$ cat config.mk
export PLATFORM = sky130hd
export DESIGN_NAME = axi_rd_master_flat
export DESIGN_NICKNAME = d
export VERILOG_FILES = /design/src/rtl/axi_rd_master_pkg.sv /design/src/rtl/axi_rd_master_if.sv /design/src/rtl/axi_rd_master_fifo.sv /design/src/rtl/axi_rd_master.sv /design/src/flat_wrapper.sv
export SDC_FILE = /design/constraint.sdc
export NUM_CORES = 1
export LEC_CHECK = 0
export ABC_AREA = 0
export BUFFER_PORTS_ARGS = -buffer_cell sky130_fd_sc_hd__buf_2
export CAP_MARGIN = 20
export CELL_PAD_IN_SITES_DETAIL_PLACEMENT = 0
export CELL_PAD_IN_SITES_GLOBAL_PLACEMENT = 1
export CORE_MARGIN = 5
export CORE_UTILIZATION = 37
export DETAILED_ROUTE_END_ITERATION = 12
export PLACE_DENSITY_LB_ADDON = 0.1
export SETUP_SLACK_MARGIN = 0.02
export SLEW_MARGIN = 20
export SYNTH_ARGS = -nofsm -noshare
export SYNTH_HDL_FRONTEND = slang
export SYNTH_SLANG_ARGS = --single-unit
export TNS_END_PERCENT = 5
$ cat constraint.sdc
create_clock -name ACLK -period 13.8 [get_ports ACLK]
set_input_delay 0.69 -clock ACLK [delete_from_list [all_inputs] [get_ports ACLK]]
set_output_delay 0.69 -clock ACLK [all_outputs]
set_load 0.03 [all_outputs]
$ cat src/rtl/axi_rd_master_pkg.sv
// Shared AXI constants and a compile-time log2 helper for the DDR read master.
package axi_rd_master_pkg;

  localparam logic [1:0] AXI_BURST_INCR    = 2'b01;
  localparam logic [1:0] AXI_RESP_OKAY     = 2'b00;
  localparam logic [3:0] AXI_CACHE_DEFAULT = 4'b0011;

  // Smallest n with 2**n >= value; used for ARSIZE and the length-queue depth.
  function automatic int clog2(input int value);
    int result;
    result = 0;
    while ((1 << result) < value) result = result + 1;
    return result;
  endfunction

endpackage

$ cat src/rtl/axi_rd_master_if.sv
// AXI3 read-address and read-data channels between the NPU read master and DDR.
interface axi_rd_master_if #(
  parameter int DATA_WIDTH = 64,
  parameter int ID_WIDTH   = 6
);

  logic [ID_WIDTH-1:0]   M_AXI_ARID;
  logic [31:0]           M_AXI_ARADDR;
  logic [3:0]            M_AXI_ARLEN;
  logic [2:0]            M_AXI_ARSIZE;
  logic [1:0]            M_AXI_ARBURST;
  logic [1:0]            M_AXI_ARLOCK;
  logic [3:0]            M_AXI_ARCACHE;
  logic [2:0]            M_AXI_ARPROT;
  logic [3:0]            M_AXI_ARQOS;
  logic [0:0]            M_AXI_ARUSER;
  logic                  M_AXI_ARVALID;
  logic                  M_AXI_ARREADY;
  logic [ID_WIDTH-1:0]   M_AXI_RID;
  logic [DATA_WIDTH-1:0] M_AXI_RDATA;
  logic [1:0]            M_AXI_RRESP;
  logic                  M_AXI_RLAST;
  logic                  M_AXI_RVALID;
  logic                  M_AXI_RREADY;

  modport master (
    output M_AXI_ARID, M_AXI_ARADDR, M_AXI_ARLEN, M_AXI_ARSIZE, M_AXI_ARBURST,
           M_AXI_ARLOCK, M_AXI_ARCACHE, M_AXI_ARPROT, M_AXI_ARQOS, M_AXI_ARUSER,
           M_AXI_ARVALID, M_AXI_RREADY,
    input  M_AXI_ARREADY, M_AXI_RID, M_AXI_RDATA, M_AXI_RRESP, M_AXI_RLAST,
           M_AXI_RVALID
  );

  modport slave (
    input  M_AXI_ARID, M_AXI_ARADDR, M_AXI_ARLEN, M_AXI_ARSIZE, M_AXI_ARBURST,
           M_AXI_ARLOCK, M_AXI_ARCACHE, M_AXI_ARPROT, M_AXI_ARQOS, M_AXI_ARUSER,
           M_AXI_ARVALID, M_AXI_RREADY,
    output M_AXI_ARREADY, M_AXI_RID, M_AXI_RDATA, M_AXI_RRESP, M_AXI_RLAST,
           M_AXI_RVALID
  );

endinterface

$ cat src/rtl/axi_rd_master_fifo.sv
// Small synchronous FIFO holding ARLEN of each burst that is still awaiting RLAST.
module axi_rd_master_fifo #(
  parameter int DATA_WIDTH = 4,
  parameter int ADDR_WIDTH = 2
) (
  input  logic                  ACLK,
  input  logic                  ARESETN,
  input  logic                  i_push,
  input  logic [DATA_WIDTH-1:0] i_data,
  input  logic                  i_pop,
  output logic [DATA_WIDTH-1:0] o_data,
  output logic                  o_full,
  output logic                  o_empty
);

  localparam int DEPTH = 2 ** ADDR_WIDTH;

  logic [DATA_WIDTH-1:0] r_mem [DEPTH];
  logic [ADDR_WIDTH-1:0] r_wrPtr;
  logic [ADDR_WIDTH-1:0] r_rdPtr;
  logic [ADDR_WIDTH:0]   r_count;
  logic                  w_doPush;
  logic                  w_doPop;

  assign o_full   = (r_count == (ADDR_WIDTH+1)'(DEPTH));
  assign o_empty  = (r_count == '0);
  assign w_doPush = i_push && !o_full;
  assign w_doPop  = i_pop && !o_empty;
  assign o_data   = r_mem[r_rdPtr];

  // Pointer, occupancy and storage update; overflowing pushes and empty pops are ignored.
  always_ff @(posedge ACLK or negedge ARESETN) begin
    if (!ARESETN) begin
      r_wrPtr <= '0;
      r_rdPtr <= '0;
      r_count <= '0;
      for (int i = 0; i < DEPTH; i++) r_mem[i] <= '0;
    end else begin
      if (w_doPush) begin
        r_mem[r_wrPtr] <= i_data;
        r_wrPtr        <= r_wrPtr + ADDR_WIDTH'(1);
      end
      if (w_doPop) r_rdPtr <= r_rdPtr + ADDR_WIDTH'(1);
      if (w_doPush && !w_doPop)      r_count <= r_count + (ADDR_WIDTH+1)'(1);
      else if (!w_doPush && w_doPop) r_count <= r_count - (ADDR_WIDTH+1)'(1);
    end
  end

endmodule

$ cat src/rtl/axi_rd_master.sv
// AXI3 read master: splits one beat-count request into 4KB-safe INCR bursts and
// streams the returning R beats straight into the NPU input buffer.
module axi_rd_master
  import axi_rd_master_pkg::*;
#(
  parameter int C_M_AXI_DATA_WIDTH      = 64,
  parameter int C_M_AXI_THREAD_ID_WIDTH = 6,
  parameter int C_M_AXI_RD_BURST_LEN    = 16,
  parameter int TX_SIZE_WIDTH           = 10,
  parameter int MAX_OUTSTANDING         = 4
) (
  input  logic                          ACLK,
  input  logic                          ARESETN,
  input  logic                          rx_req,
  input  logic [31:0]                   rx_addr,
  input  logic [TX_SIZE_WIDTH-1:0]      rx_req_size,
  output logic                          rx_done,
  output logic                          rd_busy,
  output logic                          rd_error,
  axi_rd_master_if.master               m_axi,
  output logic [C_M_AXI_DATA_WIDTH-1:0] data_to_inBuf,
  output logic                          inBuf_push,
  input  logic                          inBuf_full
);

  localparam int BEAT_BYTES = C_M_AXI_DATA_WIDTH / 8;
  localparam int SIZE_LOG2  = clog2(BEAT_BYTES);
  localparam int FIFO_AW    = clog2(MAX_OUTSTANDING);
  localparam int OW         = FIFO_AW + 1;

  localparam logic [1:0] S_IDLE  = 2'd0;
  localparam logic [1:0] S_ISSUE = 2'd1;
  localparam logic [1:0] S_DRAIN = 2'd2;

  logic [1:0]               r_state;
  logic [31:0]              r_addr;
  logic [TX_SIZE_WIDTH-1:0] r_remaining;
  logic [OW-1:0]            r_outstanding;
  logic [3:0]               r_beatCnt;
  logic                     r_rxDone;
  logic                     r_rdError;
  logic                     r_outEn;

  logic [12:0]   w_pageBeats;
  logic [4:0]    w_len;
  logic [3:0]    w_arLen;
  logic          w_arValid;
  logic          w_arHs;
  logic          w_lastBurst;
  logic          w_reqAccept;
  logic          w_rHs;
  logic          w_burstClose;
  logic          w_fifoFull;
  logic          w_fifoEmpty;
  logic [3:0]    w_headLen;
  logic [OW-1:0] w_outNext;

  assign w_pageBeats = (13'h1000 - {1'b0, r_addr[11:0]}) >> SIZE_LOG2;
  assign w_arLen     = 4'(w_len - 5'd1);
  assign w_arValid   = (r_state == S_ISSUE) && (r_outstanding < OW'(MAX_OUTSTANDING)) && !w_fifoFull;
  assign w_arHs      = w_arValid && m_axi.M_AXI_ARREADY;
  assign w_lastBurst = (r_remaining == TX_SIZE_WIDTH'(w_len));
  assign w_reqAccept = (r_state == S_IDLE) && rx_req;
  assign w_rHs       = m_axi.M_AXI_RVALID && m_axi.M_AXI_RREADY;
  assign w_burstClose = w_rHs && m_axi.M_AXI_RLAST && !w_fifoEmpty;

  assign m_axi.M_AXI_ARID    = '0;
  assign m_axi.M_AXI_ARADDR  = (r_state == S_ISSUE) ? r_addr : 32'd0;
  assign m_axi.M_AXI_ARLEN   = (r_state == S_ISSUE) ? w_arLen : 4'd0;
  assign m_axi.M_AXI_ARSIZE  = 3'(SIZE_LOG2);
  assign m_axi.M_AXI_ARBURST = AXI_BURST_INCR;
  assign m_axi.M_AXI_ARLOCK  = 2'b00;
  assign m_axi.M_AXI_ARCACHE = AXI_CACHE_DEFAULT;
  assign m_axi.M_AXI_ARPROT  = 3'b000;
  assign m_axi.M_AXI_ARQOS   = 4'b0000;
  assign m_axi.M_AXI_ARUSER  = 1'b0;
  assign m_axi.M_AXI_ARVALID = w_arValid;
  assign m_axi.M_AXI_RREADY  = r_outEn && !inBuf_full;

  assign data_to_inBuf = r_outEn ? m_axi.M_AXI_RDATA : '0;
  assign inBuf_push    = w_rHs;
  assign rx_done       = r_rxDone;
  assign rd_busy       = (r_state != S_IDLE);
  assign rd_error      = r_rdError;

  // Burst length is the tightest of remaining beats, max burst and beats left in the 4KB page.
  always_comb begin
    w_len = 5'(C_M_AXI_RD_BURST_LEN);
    if (32'(r_remaining) < 32'(w_len)) w_len = 5'(r_remaining);
    if (32'(w_pageBeats) < 32'(w_len)) w_len = 5'(w_pageBeats);
  end

  // Outstanding-burst count after this cycle's AR issue and RLAST retirement.
  always_comb begin
    w_outNext = r_outstanding;
    if (w_arHs && !w_burstClose)      w_outNext = r_outstanding + OW'(1);
    else if (!w_arHs && w_burstClose) w_outNext = r_outstanding - OW'(1);
  end

  // AR issue FSM: latch the request, walk the address per burst, then wait for all RLASTs.
  always_ff @(posedge ACLK or negedge ARESETN) begin
    if (!ARESETN) begin
      r_state       <= S_IDLE;
      r_addr        <= '0;
      r_remaining   <= '0;
      r_outstanding <= '0;
      r_rxDone      <= 1'b0;
      r_outEn       <= 1'b0;
    end else begin
      r_outEn       <= 1'b1;
      r_rxDone      <= 1'b0;
      r_outstanding <= w_outNext;
      case (r_state)
        S_IDLE: begin
          if (rx_req) begin
            r_addr      <= rx_addr & ~32'(BEAT_BYTES - 1);
            r_remaining <= rx_req_size;
            if (rx_req_size == '0) r_rxDone <= 1'b1;
            else                   r_state  <= S_ISSUE;
          end
        end
        S_ISSUE: begin
          if (w_arHs) begin
            r_addr      <= r_addr + (32'(w_len) << SIZE_LOG2);
            r_remaining <= r_remaining - TX_SIZE_WIDTH'(w_len);
            if (w_lastBurst) begin
              r_state  <= S_DRAIN;
              r_rxDone <= 1'b1;
            end
          end
        end
        S_DRAIN: begin
          if (w_outNext == '0) r_state <= S_IDLE;
        end
        default: r_state <= S_IDLE;
      endcase
    end
  end

  // R-path beat tracking against the expected burst length, with sticky protocol/response errors.
  always_ff @(posedge ACLK or negedge ARESETN) begin
    if (!ARESETN) begin
      r_beatCnt <= '0;
      r_rdError <= 1'b0;
    end else begin
      if (w_reqAccept) r_rdError <= 1'b0;
      if (w_rHs) begin
        if (w_fifoEmpty) begin
          r_rdError <= 1'b1;
        end else begin
          if ((m_axi.M_AXI_RRESP != AXI_RESP_OKAY) ||
              (m_axi.M_AXI_RLAST != (r_beatCnt == w_headLen))) r_rdError <= 1'b1;
          if (m_axi.M_AXI_RLAST) r_beatCnt <= '0;
          else                   r_beatCnt <= r_beatCnt + 4'd1;
        end
      end
    end
  end

  axi_rd_master_fifo #(
    .DATA_WIDTH (4),
    .ADDR_WIDTH (FIFO_AW)
  ) u_lenFifo (
    .ACLK    (ACLK),
    .ARESETN (ARESETN),
    .i_push  (w_arHs),
    .i_data  (w_arLen),
    .i_pop   (w_burstClose),
    .o_data  (w_headLen),
    .o_full  (w_fifoFull),
    .o_empty (w_fifoEmpty)
  );

endmodule

$ cat src/flat_wrapper.sv
// flat-port wrapper written by rule: the top's interface ports become plain ports
module axi_rd_master_flat import axi_rd_master_pkg::*;
#(
  parameter int C_M_AXI_DATA_WIDTH      = 64,
  parameter int C_M_AXI_THREAD_ID_WIDTH = 6,
  parameter int C_M_AXI_RD_BURST_LEN    = 16,
  parameter int TX_SIZE_WIDTH           = 10,
  parameter int MAX_OUTSTANDING         = 4
)
  (ACLK, ARESETN, rx_req, rx_addr, rx_req_size, rx_done, rd_busy, rd_error, data_to_inBuf, inBuf_push, inBuf_full, m_axi_M_AXI_ARID, m_axi_M_AXI_ARADDR, m_axi_M_AXI_ARLEN, m_axi_M_AXI_ARSIZE, m_axi_M_AXI_ARBURST, m_axi_M_AXI_ARLOCK, m_axi_M_AXI_ARCACHE, m_axi_M_AXI_ARPROT, m_axi_M_AXI_ARQOS, m_axi_M_AXI_ARUSER, m_axi_M_AXI_ARVALID, m_axi_M_AXI_RREADY, m_axi_M_AXI_ARREADY, m_axi_M_AXI_RID, m_axi_M_AXI_RDATA, m_axi_M_AXI_RRESP, m_axi_M_AXI_RLAST, m_axi_M_AXI_RVALID);
  axi_rd_master_if #(.DATA_WIDTH(64), .ID_WIDTH(6)) m_axi_i ();
  input  logic ACLK;
  input  logic ARESETN;
  input  logic rx_req;
  input  logic [31:0] rx_addr;
  input  logic [TX_SIZE_WIDTH-1:0] rx_req_size;
  output logic rx_done;
  output logic rd_busy;
  output logic rd_error;
  output logic [C_M_AXI_DATA_WIDTH-1:0] data_to_inBuf;
  output logic inBuf_push;
  input  logic inBuf_full;
  output wire logic [$bits(m_axi_i.M_AXI_ARID)-1:0] m_axi_M_AXI_ARID;
  output wire logic [$bits(m_axi_i.M_AXI_ARADDR)-1:0] m_axi_M_AXI_ARADDR;
  output wire logic [$bits(m_axi_i.M_AXI_ARLEN)-1:0] m_axi_M_AXI_ARLEN;
  output wire logic [$bits(m_axi_i.M_AXI_ARSIZE)-1:0] m_axi_M_AXI_ARSIZE;
  output wire logic [$bits(m_axi_i.M_AXI_ARBURST)-1:0] m_axi_M_AXI_ARBURST;
  output wire logic [$bits(m_axi_i.M_AXI_ARLOCK)-1:0] m_axi_M_AXI_ARLOCK;
  output wire logic [$bits(m_axi_i.M_AXI_ARCACHE)-1:0] m_axi_M_AXI_ARCACHE;
  output wire logic [$bits(m_axi_i.M_AXI_ARPROT)-1:0] m_axi_M_AXI_ARPROT;
  output wire logic [$bits(m_axi_i.M_AXI_ARQOS)-1:0] m_axi_M_AXI_ARQOS;
  output wire logic [$bits(m_axi_i.M_AXI_ARUSER)-1:0] m_axi_M_AXI_ARUSER;
  output wire logic [$bits(m_axi_i.M_AXI_ARVALID)-1:0] m_axi_M_AXI_ARVALID;
  output wire logic [$bits(m_axi_i.M_AXI_RREADY)-1:0] m_axi_M_AXI_RREADY;
  input wire logic [$bits(m_axi_i.M_AXI_ARREADY)-1:0] m_axi_M_AXI_ARREADY;
  input wire logic [$bits(m_axi_i.M_AXI_RID)-1:0] m_axi_M_AXI_RID;
  input wire logic [$bits(m_axi_i.M_AXI_RDATA)-1:0] m_axi_M_AXI_RDATA;
  input wire logic [$bits(m_axi_i.M_AXI_RRESP)-1:0] m_axi_M_AXI_RRESP;
  input wire logic [$bits(m_axi_i.M_AXI_RLAST)-1:0] m_axi_M_AXI_RLAST;
  input wire logic [$bits(m_axi_i.M_AXI_RVALID)-1:0] m_axi_M_AXI_RVALID;
  assign m_axi_M_AXI_ARID = m_axi_i.M_AXI_ARID;
  assign m_axi_M_AXI_ARADDR = m_axi_i.M_AXI_ARADDR;
  assign m_axi_M_AXI_ARLEN = m_axi_i.M_AXI_ARLEN;
  assign m_axi_M_AXI_ARSIZE = m_axi_i.M_AXI_ARSIZE;
  assign m_axi_M_AXI_ARBURST = m_axi_i.M_AXI_ARBURST;
  assign m_axi_M_AXI_ARLOCK = m_axi_i.M_AXI_ARLOCK;
  assign m_axi_M_AXI_ARCACHE = m_axi_i.M_AXI_ARCACHE;
  assign m_axi_M_AXI_ARPROT = m_axi_i.M_AXI_ARPROT;
  assign m_axi_M_AXI_ARQOS = m_axi_i.M_AXI_ARQOS;
  assign m_axi_M_AXI_ARUSER = m_axi_i.M_AXI_ARUSER;
  assign m_axi_M_AXI_ARVALID = m_axi_i.M_AXI_ARVALID;
  assign m_axi_M_AXI_RREADY = m_axi_i.M_AXI_RREADY;
  assign m_axi_i.M_AXI_ARREADY = m_axi_M_AXI_ARREADY;
  assign m_axi_i.M_AXI_RID = m_axi_M_AXI_RID;
  assign m_axi_i.M_AXI_RDATA = m_axi_M_AXI_RDATA;
  assign m_axi_i.M_AXI_RRESP = m_axi_M_AXI_RRESP;
  assign m_axi_i.M_AXI_RLAST = m_axi_M_AXI_RLAST;
  assign m_axi_i.M_AXI_RVALID = m_axi_M_AXI_RVALID;
  axi_rd_master #(.C_M_AXI_DATA_WIDTH(C_M_AXI_DATA_WIDTH), .C_M_AXI_THREAD_ID_WIDTH(C_M_AXI_THREAD_ID_WIDTH), .C_M_AXI_RD_BURST_LEN(C_M_AXI_RD_BURST_LEN), .TX_SIZE_WIDTH(TX_SIZE_WIDTH), .MAX_OUTSTANDING(MAX_OUTSTANDING)) u_core (.ACLK(ACLK), .ARESETN(ARESETN), .rx_req(rx_req), .rx_addr(rx_addr), .rx_req_size(rx_req_size), .rx_done(rx_done), .rd_busy(rd_busy), .rd_error(rd_error), .m_axi(m_axi_i), .data_to_inBuf(data_to_inBuf), .inBuf_push(inBuf_push), .inBuf_full(inBuf_full));
endmodule
### After elaboration in Yosys (flattened, before gate mapping)

Index checks and enable logic that the tools add are counted.
Widths: inputs -> output; s select.

| storage, ports and cells | value |
|---|---|
| register bits | 77 |
| bits in latches | 0 |
| memory bits (writable) | 0 |
| bits in read-only memories | 0 |
| input bits | 121 |
| output and inout bits | 131 |
| word-level logic and storage cells | 117 |
| memories | 0 |

| operators by class | value |
|---|---|
| add/sub/neg operators | 11 |
| multipliers | 0 |
| divide/modulo/power cells | 0 |
| order comparisons | 6 |
| eq/ne operators | 11 |
| shifts and indexed selects | 0 |
| muxes and demuxes | 37 |
| bitwise logic cells | 3 |
| reductions and logical operators | 34 |

Operator list:

| operator | count |
|---|---|
| $mux 32 | 3 |
| $mux 64 | 1 |
| $pmux 32 s2 | 1 |
| $add 32x8->32 | 1 |
| $mux 10 | 2 |
| $mux 4 | 5 |
| $pmux 10 s2 | 1 |
| $bwmux 16 | 1 |
| $logic_and 1x1->1 | 15 |
| $sub 13x12->13 const A | 1 |
| $mux 3 | 4 |
| $eq 10x5->1 | 1 |
| $logic_not 10->1 | 1 |
| $lt 10x5->1 | 1 |
| $lt 10x5->1 const B | 1 |
| $mux 2 | 5 |
| $mux 5 | 2 |
| $sub 10x5->10 | 1 |
| $bmux 4 s2 | 1 |
| $demux 4 s2 | 1 |
| $mux 1 | 8 |
| $reduce_bool 2->1 | 4 |
| $logic_not 1->1 | 7 |
| $add 3x1->3 const B | 2 |
| 24 further kinds | 32 |

### Logic depth before layout (Yosys ltp)

Gate-level depths: netlist (run 1).

| logic depth | value |
|---|---|
| depth in word-level cells | 11 |
| gate-level depth with buffers | 21 |

### By module

From an unflattened synthesis (run 1), not the netlist that was laid out.

| second synthesis, totals | value |
|---|---|
| cell total of the unflattened synthesis | 689 |
| area, all modules | 5,743.0 um2 |

By module, submodules not included:

| module | times used | cells an instance | area an instance (um2) | sequential area each (um2) |
|---|---|---|---|---|
| axi_rd_master | 1 | 614 | 4,645.7 | 1,276.2 |
| axi_rd_master_fifo | 1 | 75 | 1,097.3 | 575.6 |

### Worst setup path before layout (run 1)

OpenSTA, ideal clock, no wires.

| path | value |
|---|---|
| path type | flip-flop to flip-flop |
| start point | reg u_core.r_remaining[7] |
| end point | reg u_core.r_addr[31] |
| setup time | 126 ps |
| data arrival time | 4,900 ps |
| required time | 13,674 ps |
| slack | 8,773 ps |
| stages on the path, launching flop included | 20 |
| buffers on the path | 0 |
| clock period less this slack | 5,027 ps |
| cell sequence | dfrtp_1 -> or4_4 -> nor3_4 -> nand2_1 -> ha_1 -> a21o_1 -> a21oi_1 -> o21ai_0 -> or2_2 -> o21ai_1 -> ha_1 -> fa_1 -> a21o_1 -> a21oi_1 -> o21bai_1 -> nor3b_1 -> nand4_1 -> or2_2 -> o22ai_1 -> o2bb2a_1 |

| between the ends | value |
|---|---|
| longest elaborated chain between the ends | 7 |

RTL lines:

| item | line | text |
|---|---|---|
| start: declaration | axi_rd_master.sv:37 | `logic [TX_SIZE_WIDTH-1:0] r_remaining;` |
| start signal: assignment | axi_rd_master.sv:117 | `r_remaining <= rx_req_size;` |
| start signal: assignment | axi_rd_master.sv:125 | `r_remaining <= r_remaining - TX_SIZE_WIDTH'(w_len);` |
| $lt 10x5->1 * | axi_rd_master.sv:89 | `if (32'(r_remaining) < 32'(w_len)) w_len = 5'(r_remaining);` |
| $mux 5 * | axi_rd_master.sv:89 |  |
| $lt 10x5->1 | axi_rd_master.sv:90 | `if (32'(w_pageBeats) < 32'(w_len)) w_len = 5'(w_pageBeats);` |
| $mux 5 * | axi_rd_master.sv:90 |  |
| $add 32x8->32 * | axi_rd_master.sv:124 | `r_addr <= r_addr + (32'(w_len) << SIZE_LOG2);` |
| $mux 32 * | axi_rd_master.sv:123 | `if (w_arHs) begin` |
| $pmux 32 s2 * | axi_rd_master.sv:113 | `case (r_state)` |
| end signal: assignment | axi_rd_master.sv:116 | `r_addr <= rx_addr & ~32'(BEAT_BYTES - 1);` |
| end signal: assignment | axi_rd_master.sv:124 |  |
| end: declaration | axi_rd_master.sv:36 | `logic [31:0] r_addr;` |

Every way passes the cells marked *; elsewhere a longest branch is shown, timed or not. The select of a mux whose other input is x is not followed.
A chain may end at the register's enable or synchronous reset.

### Final worst setup path (run 1)

Ends and elaborated chain as after synthesis.

==> results of run 1 <==
## final cells by class
class,count,area (µm²)
multi-input cells,525,3330
clock buffers,9,225
flip-flops and latches,74,1850
well taps,184,230
inverters,25,93.8
fillers,1437,7650
repair buffers,219,1110
clock inverters,7,77.6
diodes,4,10.0
## per-layer routing
metal	track usage	wire length [µm]	part of all wire
met1	0.237	7180	0.38
met2	0.387	10000	0.54
met3	0.0443	1050	0.056
met4	0.0714	397	0.021
met5	0	0	0
## stage by stage
stage	instances	utilization	setup WS (ns)
2_1_floorplan	689	-	8.77
3_3_place_gp	1027	0.454	7.87
3_5_place_dp	1027	0.454	7.82
4_1_cts	1043	0.475	7.82
5_1_grt	1047	0.475	7.39
6_report	1047	0.475	7.84
## logic make-up after synthesis
group                      count (synthesis)
and+or+nand+nor                          270
AOI/OAI and AO/OA                        155
buffers and inverters                     90
DFF                                       74
adders and majority gates                 26
xor gates and xnor gates                  24
muxes                                     21
other                                      2
## final timing paths
kind	start	to	slack, ns	depth (start not counted)
setup / recovery	u_core.r_remaining[7]$_DFFE_PN0P_	u_core.r_addr[31]$_DFFE_PN0P_	7.84	19
min in group ACLK	u_core.u_lenFifo.r_mem[4]$_DFFE_PN0P_	u_core.u_lenFifo.r_mem[4]$_DFFE_PN0P_	0.48	2
max in group asynchronous	ARESETN	u_core.r_addr[5]$_DFFE_PN0P_	12.90	1
setup reg to reg	u_core.r_remaining[7]$_DFFE_PN0P_	u_core.r_addr[31]$_DFFE_PN0P_	7.84	19
hold / removal	ARESETN	u_core.u_lenFifo.r_mem[9]$_DFFE_PN0P_	0.37	1
hold reg to reg	u_core.u_lenFifo.r_mem[4]$_DFFE_PN0P_	u_core.u_lenFifo.r_mem[4]$_DFFE_PN0P_	0.48	2
## synthesized netlist by cell type (9+ instances only)
| cell | instances |
|---|---|
| and2_1 | 92 |
| nor2_1 | 53 |
| buf_4 | 28 |
| nand3_1 | 20 |
| inv_1 | 25 |
| nor3_1 | 9 |
| nand2_1 | 51 |
| a21oi_1 | 49 |
| ha_1 | 24 |
| mux2_2 | 13 |
| o22ai_1 | 14 |
| dfrtp_1 | 74 |
| xnor2_1 | 19 |
| clkbuf_1 | 35 |
| o21ai_0 | 35 |
## flip-flops by register name (all words and copies together), names as in the netlist
name and cells:
u_core.r_addr 29, u_core.r_beatCnt 4, u_core.r_outEn 1, u_core.r_outstanding 3
u_core.r_remaining 10, u_core.r_state 2, u_core.rd_error 1, u_core.rx_done 1
u_core.u_lenFifo.r_count 3, u_core.u_lenFifo.r_mem 16, u_core.u_lenFifo.r_rdPtr 2, u_core.u_lenFifo.r_wrPtr 2
## where the power goes
group / internal, W / leakage, nW / switching, W
clock network: 0.000141 / 0.146 / 0.000102
logic: 0.0000251 / 2.48 / 0.0000522
registers: 0.000217 / 0.996 / 0.0000000764
total: 0.000383 / 3.62 / 0.000154
==> out/qor.txt, run 1 <==
Seq/Total Area, Yosys: 0.336
Placement Cell Area: 0.00662 mm²
Synth Area in Adders: 0.0617
Synth Flop Type: dfrtp_1
fin crit share: 0.432
CTS Hold Buffers Added: 0
vias post-DR: 5400
initial antenna violation count: 4
fin nets: 1001
Setup crit start kind: flop
Power Density: 77.5 mW/mm²
Final ANT Viol Nets: 0
wire per inst: 17.8 µm
Worst EP arrival: 6.18 ns
largest cells by area after synthesis: dfrtp_1 (34%), and2_1 (10%), ha_1 (5.4%), a21oi_1 (4.4%), buf_4 (3.8%)
Synth area leader: dfrtp_1
syn avg cell area: 8.34 µm²
Slew HR: 0.501
Hold WC Path Type: input port to asynchronous set/reset pin
Syn-to-layout area delta: 25.7%
DR DRC count: 0
DRT Pass-1 Iters: 5
initial DRC count: 291
largest net degree at the start of global routing: 83
setup repair bufs after CTS: 0
Final Max Tran Viols: 0
CP Buf/Inv Count: 0
Worst Setup Path Type: flop to flop
Cell Rows: 44
Clk Latency, worst-skew pair: 0.35 ns
most common cell after layout, fill and taps aside: buf_2
Cell Area, Synth: 0.00552 mm²
flops & latches, synth: 74
Core Area: 0.0146 mm²
GRT overflow: 0
post-CTS sizing: 0
WP data required: 14.02 ns
H-tree levels: 3
final hold slack: 0.367 ns
CP max stage delay: 0.59 ns
compound-cell area share of the yosys netlist: 0.175
CTS clock-pin slew for the worst setup and hold paths: 0.07 ns
Max Freq: 168 MHz
Leak: 3.62 nW
largest family of logic cells by synthesized area: simple AND/OR/NAND/NOR gates
die height: 132 µm
full die area: 0.0175 mm²
GPL Wtd Cong: 0.930
clk buf depth: 2
Synth cell types: 61
cell family with most CP delay: simple AND/OR/NAND/NOR gates
count of final setup violators: 0
worst path cell trace: or4_4, nor3_4, nand2_1, ha_1, a21o_1, a21oi_1, o21ai_0, or2_2, o21ai_1, ha_1, fa_1, a21o_1, a21oi_1, o21bai_1, nor3b_1, nand4_1, or2_2, o22ai_1, o2bb2a_1
max cap viols: 0
io pins: 252
status: completed
Layout Skew: 0.0106 ns
async set or reset register ratio after synthesis: 1.00
Yosys warnings: 0
Crit. End Element: flop
most frequent cells in the layout: buf_2 (213), and2_1 (92), dfrtp_1 (74)
Vias/cell: 5.16
share of post-route cells with drive strength above 1: 0.308
Routed WL: 18700 µm
Die Wd: 132 µm
Gate Count Post-Synth: 662
Slowest-stage cell, CP: or4_4
Clock Root Buffer: clkbuf_16
post-route setup TNS: 0 ns
first-pass GRT wire length: 29300 µm
fin crit period: 5.96 ns
Simple-Gate Fraction of Synth Area: 0.258
design area: 0.00694 mm²
DP Wirelength: 14400 µm
vias in the first global route: 5386
CTS buffer count: 9
CP max FO: 9
Final Hold Viols: 0
Port Buffers: 214
VDD IR-drop max: 0.0635 mV
CTS tree: yes
initial core utilization: 0.378
total power: 0.000537 W
Synth Area in XOR/XNOR: 0.0381
Clock Sinks: 74
share of the synthesized area in the top cell type: 0.336
EDFF count, synth: 0
multiplexer area fraction after synthesis: 0.0501
Worst Max-Slew Pin Slew: 0.749 ns
GRT Util Overall: 0.209
RSZ-0062 raised after global routing: false
Note: power is estimated with default switching activity, not from simulation.
==> inputs of run 2 (changes only) <==
- CORE_UTILIZATION: 37 -> 34
- clock period: 13.8 -> 5.95 ns (I/O delays scaled with it)
==> run 2 against run 1 <==
  * Total power rose by 140%
  * Critical path depth shrank 1
  * The run now ends with hold timing left
  * Critical path type unchanged
  * Die area grew 8.1%
==> out/qor.txt, run 2 (synthesis gave the netlist of run 1 again) <==
status: finished, violations left (was completed)
failing checks: hold timing
Largest regs: u_core.r_addr: 29 flops, u_core.u_lenFifo.r_mem: 16 flops, u_core.r_remaining: 10 flops (unchanged)
initial DRC count: 299 (was 291)
fin crit share: 0.850 (was 0.432)
final hold slack: -0.0123 ns (was 0.367 ns)
Cell Rows: 46 (was 44)
WP data required: 6.19 ns (was 14.02 ns)
antenna cell count: 0 (was 4)
Hold WC Path Type: input port to asynchronous set/reset pin (unchanged)
RSZ-0062 raised after global routing: false (unchanged)
Power Density: 184 mW/mm² (was 77.5 mW/mm²)
CP Buf/Inv Count: 0 (unchanged)
CTS tree: yes (unchanged)
first-pass GRT wire length: 28000 µm (was 29300 µm)
max cap viols: 0 (unchanged)
Port Buffers: 214 (unchanged)
worst path cell trace: or4_4, nor3_4, nand2_1, ha_1, a21o_1, a21oi_1, o21ai_0, or3b_1, o21ai_0, ha_1, a21o_1, a21oi_1, o21bai_1, a21oi_1, nor3_1, nand4_1, a21oi_1, o2bb2a_1 (was or4_4, nor3_4, nand2_1, ha_1, a21o_1, a21oi_1, o21ai_0, or2_2, o21ai_1, ha_1, fa_1, a21o_1, a21oi_1, o21bai_1, nor3b_1, nand4_1, or2_2, o22ai_1, o2bb2a_1)
Final WS setup: 0.890 ns (was 7.84 ns)
GPL Wtd Cong: 0.858 (was 0.930)
Vias/cell: 5.00 (was 5.16)
Worst Reg-to-Reg Cells: 18 (was 19)
crit-path most repeated cell: a21oi_1
Die Wd: 137 µm (was 132 µm)
most common cell after layout, fill and taps aside: buf_2 (unchanged)
Worst Max-Slew Pin Slew: 0.735 ns (was 0.749 ns)
post-route setup TNS: 0 ns (unchanged)
CTS Hold Buffers Added: 0 (unchanged)
Worst Setup Path Type: flop to flop (unchanged)
Max Freq: 198 MHz (was 168 MHz)
Clock Root Buffer: clkbuf_16 (unchanged)
share of post-route cells with drive strength above 1: 0.312 (was 0.308)
Routed WL: 17400 µm (was 18700 µm)
Setup crit start kind: flop (unchanged)
Crit path depth: 18 (was 19)
final core occ: 0.442 (was 0.475)
CP max stage delay: 0.59 ns (about the same)
DP Wirelength: 13400 µm (was 14400 µm)
CTS buffer count: 9 (unchanged)
Core Area: 0.0159 mm² (was 0.0146 mm²)
fin crit period: 5.06 ns (was 5.96 ns)
initial core utilization: 0.347 (was 0.378)
Final Max Tran Viols: 0 (unchanged)
fin nets: 1005 (was 1001)
count of final setup violators: 0 (unchanged)
Final Hold Viols: 25 (was 0)
CTS clock-pin slew for the worst setup and hold paths: 0.06 ns (was 0.07 ns)
Leak: 3.64 nW (was 3.62 nW)
max reg flops: 29 (unchanged)
GRT Util Overall: 0.187 (was 0.209)
H-tree levels: 3 (unchanged)
Clk Latency, worst-skew pair: 0.35 ns (about the same)
io pins: 252 (unchanged)
clk buf depth: 2 (unchanged)
Layout Skew: 0.00428 ns (was 0.0106 ns)
pre-CTS setup slack: 0.876 ns (was 7.82 ns)
Slowest-stage cell, CP: or4_4 (unchanged)
cell count after placement: 1063 (was 1027)
post-CTS sizing: 0 (unchanged)
largest net degree at the start of global routing: 75 (was 83)
die height: 137 µm (was 132 µm)
DRT Pass-1 Iters: 4 (was 5)
most frequent cells in the layout: buf_2 (213), and2_1 (92), dfrtp_1 (74) (unchanged)
Final ANT Viol Nets: 0 (unchanged)
vias in the first global route: 5576 (was 5386)
initial antenna violation count: 0 (was 4)
GRT overflow: 0 (unchanged)
cell family with most CP delay: simple AND/OR/NAND/NOR gates (unchanged)
Slew HR: 0.510 (was 0.501)
Crit. End Element: flop (unchanged)
Largest Register: u_core.r_addr (unchanged)
vias post-DR: 5390 (was 5400)
Clock Sinks: 74 (unchanged)
CP max FO: 9 (unchanged)
DR DRC count: 0 (unchanged)
wire per inst: 16.2 µm (was 17.8 µm)
VDD IR-drop max: 0.132 mV (was 0.0635 mV)
full die area: 0.0189 mm² (was 0.0175 mm²)
Syn-to-layout area delta: 27.2% (was 25.7%)
setup repair bufs after CTS: 0 (unchanged)
Worst EP arrival: 5.30 ns (was 6.18 ns)
Non-Filler Instances: 1079 (was 1047)
[run 2: cell types whose count changed in the layout (fill, tap and decap cells not counted), sizes merged]
| cell | previous run | this run |
|---|---|---|
| diode | 4 | 0 |
| inv | 26 | 27 |
| clkinv | 4 | 0 |
| clkinvlp | 1 | 3 |
| buf | 219 | 223 |
| bufinv | 1 | 2 |
[run 2: path summary, 6_finish.rpt]
kind | end | slack, ns | startpoint
max in group asynchronous | u_core.r_addr[21]$_DFFE_PN0P_ | 5.46 | ARESETN
min reg2reg | u_core.u_lenFifo.r_mem[8]$_DFFE_PN0P_ | 0.49 | u_core.u_lenFifo.r_mem[8]$_DFFE_PN0P_
min | u_core.u_lenFifo.r_mem[10]$_DFFE_PN0P_ | -0.01 | ARESETN
max | u_core.r_addr[30]$_DFFE_PN0P_ | 0.89 | u_core.r_remaining[7]$_DFFE_PN0P_
max reg2reg | u_core.r_addr[30]$_DFFE_PN0P_ | 0.89 | u_core.r_remaining[7]$_DFFE_PN0P_
min in group ACLK | u_core.r_addr[4]$_DFFE_PN0P_ | 0.20 | rx_addr[4]
[run 2: layer usage]
layer | track usage | vias to the layer above | share of wire
li1 | - | 2637 | -
met1 | 0.227 | 2555 | 0.41
met2 | 0.330 | 176 | 0.52
met3 | 0.0351 | 22 | 0.052
met4 | 0.0643 | 0 | 0.020
met5 | 0 | - | 0
[run 2: stage by stage]
stage	total power, W	cell area (µm²)
2_1_floorplan	0.000628	5620
3_3_place_gp	0.000689	6690
3_5_place_dp	0.000690	6690
4_1_cts	0.00131	7020
5_1_grt	0.00134	7020
6_report	0.00129	7020
[run 2: layout make-up]
type,instances,area [µm²]
fillers,1631,8870
multi-input cells,525,3330
flip-flops and latches,74,1850
repair buffers,223,1140
well taps,216,270
clock buffers,9,225
clock inverters,7,100
inverters,25,93.8
[run 2: worst register-to-register path: stages, from the launching register on]
cell and delay, ns:
dfrtp_1 0.41, or4_4 0.59, nor3_4 0.32, nand2_1 0.14, ha_1 0.32, a21o_1 0.16
a21oi_1 0.11, o21ai_0 0.18, or3b_1 0.49, o21ai_0 0.25, ha_1 0.33, a21o_1 0.15
a21oi_1 0.22, o21bai_1 0.09, a21oi_1 0.40, nor3_1 0.24, nand4_1 0.18, a21oi_1 0.07
o2bb2a_1 0.30
[run 2: report_power, final]
part	total, W	leakage, nW	switching [W]	internal (W)
Combinational	0.000176	2.50	0.000118	0.0000581
Clock	0.000613	0.149	0.000243	0.000370
Sequential	0.000504	0.996	0.000000169	0.000503
==> inputs of run 3 (changes only) <==
- BUFFER_PORTS_ARGS: -buffer_cell sky130_fd_sc_hd__buf_2 -> unset
- CORE_UTILIZATION: 34 -> 46
- DONT_BUFFER_PORTS: unset -> 1
==> run 3 against run 2 <==
  * Largest power group unchanged
  * Clock power increased by 4.2%
  * Clock skew about the same
  * The run now ends clean
  * Critical path depth is 2 higher
  * Sequential power barely moved
  * First-iteration DRC count fell by 13%
  * Register-to-register slack got worse by 0.33 ns
==> out/qor.txt, run 3 (synthesis gave the netlist of run 1 again) <==
cell count after placement: 779 (was 1063)
die height: 120 µm (was 137 µm)
status: completed (was finished, violations left)
initial DRC count: 260 (was 299)
Clock Sinks: 74 (unchanged)
Setup crit start kind: flop (unchanged)
vias in the first global route: 4526 (was 5576)
hold_sp: m_axi_M_AXI_RLAST
Largest regs: u_core.r_addr: 29 flops, u_core.u_lenFifo.r_mem: 16 flops, u_core.r_remaining: 10 flops (unchanged)
most common cell after layout, fill and taps aside: and2_1 (was buf_2)
clk buf depth: 2 (unchanged)
CTS buffer count: 9 (unchanged)
CP Buf/Inv Count: 1 (was 0)
CP max FO: 9 (unchanged)
GPL Wtd Cong: 0.857 (was 0.858)
Layout Skew: 0.00421 ns (was 0.00428 ns)
fin nets: 792 (was 1005)
fin crit period: 5.39 ns (was 5.06 ns)
Crit. End Element: flop (unchanged)
Slowest-stage cell, CP: or4_4 (unchanged)
RSZ-0062 raised after global routing: false (unchanged)
first-pass GRT wire length: 25900 µm (was 28000 µm)
setup repair bufs after CTS: 0 (unchanged)
GRT overflow: 0 (unchanged)
CTS Hold Buffers Added: 2 (was 0)
largest net degree at the start of global routing: 75 (unchanged)
DRT Pass-1 Iters: 4 (unchanged)
count of final setup violators: 0 (unchanged)
WP data required: 6.17 ns (was 6.19 ns)
CTS tree: yes (unchanged)
Max Freq: 186 MHz (was 198 MHz)
full die area: 0.0143 mm² (was 0.0189 mm²)
final hold slack: 0.0584 ns (was -0.0123 ns)
post-CTS sizing: 0 (unchanged)
worst reg2reg startpoint: u_core.r_remaining[7]$_DFFE_PN0P_ (unchanged)
Syn-to-layout area delta: 7.10% (was 27.2%)
Clk Latency, worst-skew pair: 0.34 ns (was 0.35 ns)
CP Launch Point: u_core.r_remaining[7]$_DFFE_PN0P_ (unchanged)
share of post-route cells with drive strength above 1: 0.0862 (was 0.312)
Final Hold Viols: 0 (was 25)
H-tree levels: 3 (unchanged)
Vias/cell: 5.83 (was 5.00)
max cap viols: 0 (unchanged)
Non-Filler Instances: 799 (was 1079)
Worst Setup Path Type: flop to flop (unchanged)
Hold WC Path Type: input port to flop (was input port to asynchronous set/reset pin)
GRT Util Overall: 0.235 (was 0.187)
Largest Register: u_core.r_addr (unchanged)
total power: 0.00127 W (was 0.00129 W)
final core occ: 0.498 (was 0.442)
fin crit share: 0.905 (was 0.850)
cell family with most CP delay: simple AND/OR/NAND/NOR gates (unchanged)
Fillers: 1152 (was 1631)
wire per inst: 21.4 µm (was 16.2 µm)
Slew HR: 0.397 (was 0.510)
Final ANT Viol Nets: 0 (unchanged)
Leak: 2.72 nW (was 3.64 nW)
Routed WL: 17100 µm (was 17400 µm)
Final Max Tran Viols: 0 (unchanged)
vias post-DR: 4661 (was 5390)
worst path cell trace: or4_4, nor3_4, nand2_1, ha_1, a21o_1, a21oi_1, o21ai_0, or2_2, o21ai_1, ha_1, fa_1, a21o_1, a21oi_1, o21bai_1, nor3b_1, buf_4, nand4_1, or2_2, o22ai_1, o2bb2a_1 (was or4_4, nor3_4, nand2_1, ha_1, a21o_1, a21oi_1, o21ai_0, or3b_1, o21ai_0, ha_1, a21o_1, a21oi_1, o21bai_1, a21oi_1, nor3_1, nand4_1, a21oi_1, o2bb2a_1)
Worst EP arrival: 5.61 ns (was 5.30 ns)
initial core utilization: 0.465 (was 0.347)
Worst Max-Slew Pin Slew: 0.902 ns (was 0.735 ns)
Cell Rows: 40 (was 46)
DR DRC count: 0 (unchanged)
Die Wd: 120 µm (was 137 µm)
most frequent cells in the layout: and2_1 (92), dfrtp_1 (74), nor2_1 (52) (was buf_2 (213), and2_1 (92), dfrtp_1 (74))
CP max stage delay: 0.59 ns (about the same)
initial antenna violation count: 7 (was 0)
Clock Root Buffer: clkbuf_16 (unchanged)
io pins: 252 (unchanged)
VDD IR-drop max: 0.108 mV (was 0.132 mV)
Power Density: 214 mW/mm² (was 184 mW/mm²)
Core Area: 0.0119 mm² (was 0.0159 mm²)
Port Buffers: 0 (was 214)
DP Wirelength: 13200 µm (was 13400 µm)
CTS clock-pin slew for the worst setup and hold paths: 0.06 ns (about the same)
max reg flops: 29 (unchanged)
post-route setup TNS: 0 ns (unchanged)
[run 3: cell types whose count changed in the layout (fill, tap and decap cells not counted), sizes merged]
cell         delta
buf           -214
clkinv          +2
clkinvlp        -2
diode           +2
inv             -1
dlygate4sd3     +1
bufinv          +1
[run 3: layout make-up]
cell class              instances  area, µm²  area share
flip-flops and latches         74       1850       0.313
clock buffers                   9        225      0.0381
repair buffers                 10       97.6      0.0165
clock inverters                 7        116      0.0197
inverters                      25       93.8      0.0159
well taps                     147        184      0.0311
multi-input cells             525       3340       0.564
diodes                          2       5.00    0.000847
[run 3: path summary, 6_finish.rpt]
kind	endpoint	slack (ns)	cells past startpoint
max in group asynchronous	u_core.u_lenFifo.r_count[2]$_DFFE_PN0P_	5.10	2
max reg2reg	u_core.r_addr[31]$_DFFE_PN0P_	0.56	20
max	u_core.r_addr[31]$_DFFE_PN0P_	0.56	20
min	u_core.r_beatCnt[2]$_DFFE_PN0P_	0.06	1
min reg2reg	u_core.u_lenFifo.r_mem[0]$_DFFE_PN0P_	0.48	2
min in group asynchronous	u_core.u_lenFifo.r_mem[14]$_DFFE_PN0P_	0.53	2
[run 3: routing by layer]
metal | vias up | track usage | share of wire
li1 | 2214 | - | -
met1 | 2250 | 0.296 | 0.42
met5 | - | 0 | 0
met3 | 29 | 0.0462 | 0.046
met4 | 0 | 0.0716 | 0.028
met2 | 168 | 0.410 | 0.51
[run 3: per-stage QoR]
stage / worst slack, ns / instance area (µm²)
final: 0.564 / 5910
after CTS: 0.538 / 5900
after global placement: 0.692 / 5530
after global routing: 0.119 / 5900
after detailed placement: 0.552 / 5530
after floorplan: 0.923 / 5620
[run 3: power breakdown]
group          switching (W)  internal (W)
logic               0.000103     0.0000198
registers        0.000000129      0.000504
clock network       0.000230      0.000410
total               0.000332      0.000933
